[config.mk]
export PLATFORM = sky130hd
export DESIGN_NAME = fft_peak_detect
export DESIGN_NICKNAME = d
export VERILOG_FILES = /design/src/rtl/fft_peak_detect.sv
export SDC_FILE = /design/constraint.sdc
export NUM_CORES = 2
export LEC_CHECK = 0
export ABC_AREA = 0
export ABC_CLOCK_PERIOD_IN_PS = 99300
export CAP_MARGIN = 15
export CORE_MARGIN = 1
export CORE_UTILIZATION = 60
export CTS_CLUSTER_DIAMETER = 100
export DETAILED_ROUTE_END_ITERATION = 7
export PLACE_DENSITY = 0.86
export SLEW_MARGIN = 10
export SYNTH_ARGS = -nofsm -noshare
export SYNTH_HDL_FRONTEND = slang
export SYNTH_SLANG_ARGS = --single-unit
[constraint.sdc]
create_clock -name clk -period 99.3 [get_ports clk]
set_input_delay 19.86 -clock clk [delete_from_list [all_inputs] [get_ports clk]]
set_output_delay 19.86 -clock clk [all_outputs]
set_load 0.05 [all_outputs]
[src/rtl/fft_peak_detect.sv]
// Scans a captured 16-bin complex FFT frame one bin per cycle and reports the bin with the largest squared magnitude.
// Optional feature macro PEAK_MAG_EN: adds the peak_mag output carrying the winning squared magnitude.
module fft_peak_detect #(
   parameter int CW = 16,
   parameter int MW = 2*CW+1
) (
   input  logic          clk,
   input  logic          rst,
   input  logic [2*CW-1:0] fft_d0,
   input  logic [2*CW-1:0] fft_d1,
   input  logic [2*CW-1:0] fft_d2,
   input  logic [2*CW-1:0] fft_d3,
   input  logic [2*CW-1:0] fft_d4,
   input  logic [2*CW-1:0] fft_d5,
   input  logic [2*CW-1:0] fft_d6,
   input  logic [2*CW-1:0] fft_d7,
   input  logic [2*CW-1:0] fft_d8,
   input  logic [2*CW-1:0] fft_d9,
   input  logic [2*CW-1:0] fft_d10,
   input  logic [2*CW-1:0] fft_d11,
   input  logic [2*CW-1:0] fft_d12,
   input  logic [2*CW-1:0] fft_d13,
   input  logic [2*CW-1:0] fft_d14,
   input  logic [2*CW-1:0] fft_d15,
   input  logic          fft_valid,
   output logic [3:0]    freq,
   output logic          done,
   output logic          busy,
   output logic          overrun
`ifdef PEAK_MAG_EN
   ,
   output logic [MW-1:0] peak_mag
`endif
);

   typedef enum logic {IDLE = 1'b0, SCAN = 1'b1} state_t;

   state_t          state, next_state;
   logic [3:0]      idx;
   logic [MW-1:0]   best;
   logic [3:0]      best_idx;
   logic [2*CW-1:0] in_words [16];
   logic [2*CW-1:0] frame [16];

   logic            capture, eval, finish, upd;
   logic [MW-1:0]   cur_mag, win_mag;
   logic [3:0]      win_idx;

   // Squares of two signed components; each square is non-negative, so the sum
   // is exact in MW bits even for two most-negative components (2^(2CW-1)).
   function automatic logic [MW-1:0] sq_mag(input logic [2*CW-1:0] w);
      logic signed [CW-1:0]   re, im;
      logic signed [2*CW-1:0] pr, pi;
      re = w[2*CW-1:CW];
      im = w[CW-1:0];
      pr = re * re;
      pi = im * im;
      return MW'($unsigned(pr)) + MW'($unsigned(pi));
   endfunction

   assign in_words = '{fft_d0, fft_d1, fft_d2, fft_d3, fft_d4, fft_d5, fft_d6, fft_d7,
                       fft_d8, fft_d9, fft_d10, fft_d11, fft_d12, fft_d13, fft_d14, fft_d15};

   always_ff @(posedge clk) begin
      if (rst) state <= IDLE;
      else     state <= next_state;
   end

   always_comb begin
      next_state = state;
      case (state)
         IDLE:    if (fft_valid) next_state = SCAN;
         SCAN:    if (idx == 4'd15 && !fft_valid) next_state = IDLE;
         default: next_state = IDLE;
      endcase
   end

   // Back-to-back acceptance: the last scan cycle may also capture the next frame.
   always_comb begin
      eval    = (state == SCAN);
      finish  = eval && (idx == 4'd15);
      capture = fft_valid && ((state == IDLE) || finish);
   end

   always_comb begin
      cur_mag = sq_mag(frame[idx]);
      upd     = (idx == 4'd0) || (cur_mag > best);
      win_mag = upd ? cur_mag : best;
      win_idx = upd ? idx : best_idx;
   end

   always_ff @(posedge clk) begin
      if (capture) frame <= in_words;
   end

   always_ff @(posedge clk) begin
      if (rst) begin
         idx      <= 4'd0;
         best     <= '0;
         best_idx <= 4'd0;
         freq     <= 4'd0;
         done     <= 1'b0;
         busy     <= 1'b0;
         overrun  <= 1'b0;
`ifdef PEAK_MAG_EN
         peak_mag <= '0;
`endif
      end else begin
         done    <= finish;
         busy    <= (next_state == SCAN);
         overrun <= fft_valid && eval && (idx != 4'd15);
         if (finish) begin
            freq     <= win_idx;
`ifdef PEAK_MAG_EN
            peak_mag <= win_mag;
`endif
         end
         if (capture) begin
            idx      <= 4'd0;
            best     <= '0;
            best_idx <= 4'd0;
         end else if (eval) begin
            idx      <= idx + 4'd1;
            best     <= win_mag;
            best_idx <= win_idx;
         end
      end
   end

endmodule

# --- Word-level counts from Yosys, hierarchy flattened ---
# Index checks and enable logic that the tools add are counted.
totals:
  latch_bits: 0
  out_inout_bits: 7
  input_bits: 515
  mem_bits_rw: 0
  romBits: 0
  register_bits: 560
  memories: 0
classes:
  n_lt_le_gt_ge: 2
  reduce_logical: 11
  n_bitwise: 2
  n_mul: 2
  n_div: 0
  eq_ne: 2
  shift: 0
  addsub: 2
  muxes: 7
op_table:
  columns: ["operator", "n"]
  rows:
  - ["$bmux 32 s4", 1]
  - ["$mul 16x16->32", 2]
  - ["$mux 32", 2]
  - ["$add 32x32->33", 1]
  - ["$gt 33x33->1", 1]
  - ["$ge 5x5->1 const B", 1]
  - ["$logic_and 1x1->1", 5]
  - ["$not 4->5", 1]
  - ["$add 4x1->4 const B", 1]
  - ["$eq 4x4->1 const B", 1]
  - ["$logic_not 4->1", 1]
  - ["$mux 4", 1]
  - ["$ne 4x4->1 const B", 1]
  - ["$logic_or 1x1->1", 2]
  - ["$mux 1", 2]
  - ["$pmux 1 s2", 1]
  - ["$reduce_and 2->1", 1]
  - ["$reduce_or 2->1", 1]
  - ["$logic_not 1->1", 1]
  - ["$not 1->1", 1]

# --- Longest topological paths before layout ---
depth:
  ltp_word: 9
  depth_mapped: 52
  depth_no_buf: 47

# --- Worst setup path before layout ---
# OpenSTA, ideal clock, no wires.
synth_timing:
  path_kind: "input to register"
  startpoint: "in fft_valid"
  endpoint: "reg best[21]"
  n_path_buf: 3
  setup_slack_ns: 51.658
  arrival_time_ns: 47.514
  t_required_ns: 99.172
  cell_stages: 7
  cell_sequence: "inv_1 a21oi_1 or2_2 clkbuf_1 clkbuf_1 buf_1 nor2_1"
synth_between:
  elab_chain_len: 2
synth_rtl:
  columns: ["element", "line", "rtl"]
  rows:
  - ["start, declared", "25", "input logic fft_valid,"]
  - ["$logic_and 1x1->1", "82", "capture = fft_valid && ((state == IDLE) || finish);"]
  - ["net capture", "45", "logic capture, eval, finish, upd;"]
  - ["$reduce_or 2->1 (no line)", null, null]
  - ["end signal, assigned", "124", "best <= win_mag;"]
  - ["end, declared", "40", "logic [MW-1:0] best;"]
# The timed path passes the listed nets, and every way through them passes these cells.
# A chain may end at the register's enable or synchronous reset.

# --- Worst setup path after layout ---
layout_timing:
  startpoint: "in fft_valid"
  endpoint: "reg frame[43] (netlist name), enable pin"
layout_between:
  elab_chain_len: 1
layout_rtl:
  columns: ["element", "line", "rtl"]
  rows:
  - ["$logic_and 1x1->1", "82", null]
  - ["net capture", "45", null]
  - ["end signal, assigned", "93", "if (capture) frame <= in_words;"]
  - ["end, declared", "43", "logic [2*CW-1:0] frame [16];"]
# The timed path passes the listed nets, and every way through them passes these cells.

==> results.py <==
metrics = {
    "synthesis": {
        "synth.net_count": 4463,
        "synth_edf_count": 512,
        "synth_cell_type_count": 76,
        "synth_flop_cell": "edfxtp_1",
        "yosys_warnings": 0,
        "syn-cell-area_um2": 41400,
        "async_reset_ff_frac": 0,
        "synth_area_per_cell_um2": 12.8,
        "syn_inst": 3227,
        "yosysSeqAreaShare": 0.395,
        "ys_ff_latch": 560,
    },
    "critical_path": {
        "critPathCaptureType": "register",
        "start_kind": "primary input",
        "max_stage_delay_ns": 0.92,
        "critical_path_class": "primary input to register",
        "r2r_start": "idx[0]",
        "cp-startpoint": "fft_valid",
        "crit_chain": "clkdlybuf4s50_1 -> inv_1 -> a21oi_4 -> buf_4 -> buf_4 -> buf_12",
        "required_ns": 99.56,
        "worst_path_max_delay_cell": "buf_4",
        "cpMostUsedCell": "buf_4",
        "path_max_fanout": 187,
        "arrival_ns": 23.28,
    },
    "sta": {
        "clock_skew_ns": 0.0342,
        "worst_slack_ns": 76.28,
        "setup_viol": 0,
        "min_period_over_period": 0.232,
        "slew-limit-headroom": 0.182,
        "hold_ws_ns": 0.468,
        "fmaxAchievable_mhz": 43.4,
        "final.min_clock_period_ns": 23.02,
        "tns_ns": 0,
        "worst_pin_slew_ns": 1.23,
        "rsz0062_at_grt": "false",
        "drv_slew": 0,
        "hold_viol": 0,
    },
    "job": {
        "cap_violations": 0,
    },
    "cells_and_area": {
        "layout-drive-gt1-share": 0.0765,
        "nNetsFinal": 4967,
        "synthToLayoutAreaGrowth_pct": 19.3,
        "final_cells": 4697,
        "final_common_cell": "inv_1",
        "final_cell_mix": "inv_1, clkdlybuf4s50_1, edfxtp_1",
    },
    "worst_hold_path": {
        "hold_class": "register to register",
        "worstHoldStart": "best_idx[3]",
    },
    "floorplanning": {
        "die_x_um": 265,
        "die_y_um": 265,
        "start_util": 0.612,
        "dieArea_um2": 70000,
        "boundaryPins": 522,
        "core_area_um2": 67600,
        "rows": 95,
    },
    "grt": {
        "use_met2": 0.568,
        "grt_util_met1": 0.415,
        "grt_start_max_net_pins": 188,
        "grt_use_met3": 0.0811,
        "gr-total-overflow": 0,
        "grt-busiest-layer": "met2",
        "grt_pass1_wl_um": 177000,
        "grt_pass1_vias": 29700,
        "grt.total_usage": 0.346,
        "antenna_found_initial": 40,
    },
    "place": {
        "gp_congestion": 0.887,
        "io_buffers": 521,
        "dp_cells": 4545,
        "dp_hpwl_um": 88200,
        "dp_slack_ns": 75.76,
    },
    "detailed_routing": {
        "totalWireLength_um": 130000,
        "dr.first_iter.drc_count": 3292,
        "vias": 28800,
        "drt-pass1-iter-count": 6,
        "via_per_inst": 6.13,
        "ant_nets": 0,
        "wire_per_inst_um": 27.6,
        "drc_errors": 0,
    },
    "clock_tree": {
        "cts_hold_buf": 0,
        "clock_latency_ns": 0.65,
        "cts.path.max_buffers": 3,
        "cts_resized": 0,
        "root_buffer": "clkbuf_16",
        "cts_setup_buffers": 0,
        "cts_tree": "built",
        "clk_pin_slew_worst_paths_ns": 0.06,
        "cts.sinks": 560,
        "h-tree-depth": 2,
        "cts_buffers": 57,
    },
    "outcome": {
        "status": "finished, final reports clean",
    },
}
critical path: cells and delay by family:
kind | cells | cell delay (ns)
compound gates | 1 | 0.11
buf+inv | 5 | 3.03
routing by layer:
metal | routed length (µm) | share of wire
met1 | 41400 | 0.32
met2 | 61600 | 0.47
met3 | 14900 | 0.11
met4 | 11800 | 0.091
met5 | 152 | 0.0012
logic make-up (layout without fill, tap and decap cells):
logic type	after synthesis	in the layout	synth area share
mux	196	196	0.0948
xor+xnor	109	109	0.0231
other cells	0	46	0
fa+ha+maj	721	721	0.305
flops	560	560	0.395
simple gates	547	547	0.0610
buf+inv	816	1367	0.0757
compound gates	278	278	0.0458
worst paths after layout:
kind | end | slack (ns) | cells after the start
setup reg to reg | best[31] | 85.21 | 42
hold reg to reg | freq[3] | 0.47 | 2
hold / removal | freq[3] | 0.47 | 2
setup / recovery | frame[43] | 76.28 | 6
stage by stage:
step                      cell area, µm²  utilization
after CTS                          49200        0.728
after detailed placement           47400        0.701
after global routing               49300        0.730
after floorplan                    41400            -
final                              49400        0.730
after global placement             47400        0.701
cell type report:
class	count	area, µm²
Fill cell	4089	18300
Timing Repair Buffer	537	5350
Inverter	724	2720
Clock inverter	40	364
Clock buffer	66	1460
Multi-Input combinational cell	1851	21900
Antenna cell	46	115
Tap cell	873	1090
Sequential cell	560	16300
sequential cells by signal, summed over array words and instances (netlist names):
name	flops
best	33
best_idx	4
busy	1
done	1
frame	512
freq	4
idx	4
overrun	1
synth_stat cells (6+ instances only):
| cell type | number | area (µm²) |
|---|---|---|
| o21a_1 | 13 | 97.6 |
| nor2_1 | 164 | 616 |
| a21o_1 | 44 | 330 |
| o21ai_1 | 6 | 30.0 |
| clkbuf_1 | 32 | 120 |
| nor4_1 | 7 | 43.8 |
| nand2b_1 | 15 | 93.8 |
| fa_1 | 477 | 9550 |
| o211ai_1 | 6 | 45.0 |
| o21bai_1 | 14 | 105 |
| and2_1 | 57 | 357 |
| or2_2 | 9 | 56.3 |
| buf_1 | 12 | 45.0 |
| nor2b_1 | 27 | 169 |
| xor2_1 | 21 | 184 |
| edfxtp_1 | 512 | 15400 |
| buf_2 | 47 | 235 |
| and3_1 | 11 | 68.8 |
| or3_1 | 9 | 56.3 |
| xnor2_1 | 88 | 771 |
| ha_1 | 244 | 3050 |
| mux4_2 | 156 | 3510 |
| nand3_1 | 22 | 110 |
| o21ai_0 | 37 | 185 |
| mux2i_1 | 34 | 340 |
| nor3_1 | 18 | 90.1 |
| inv_1 | 719 | 2700 |
| a211oi_1 | 21 | 158 |
| dfxtp_1 | 48 | 961 |
| a21oi_1 | 83 | 415 |
| nand4_1 | 15 | 93.8 |
| nand2_1 | 183 | 687 |
| mux2_2 | 6 | 67.6 |
Power is not shown: default switching activity piles up to over one toggle a cycle in this logic, so the estimate is an artifact.
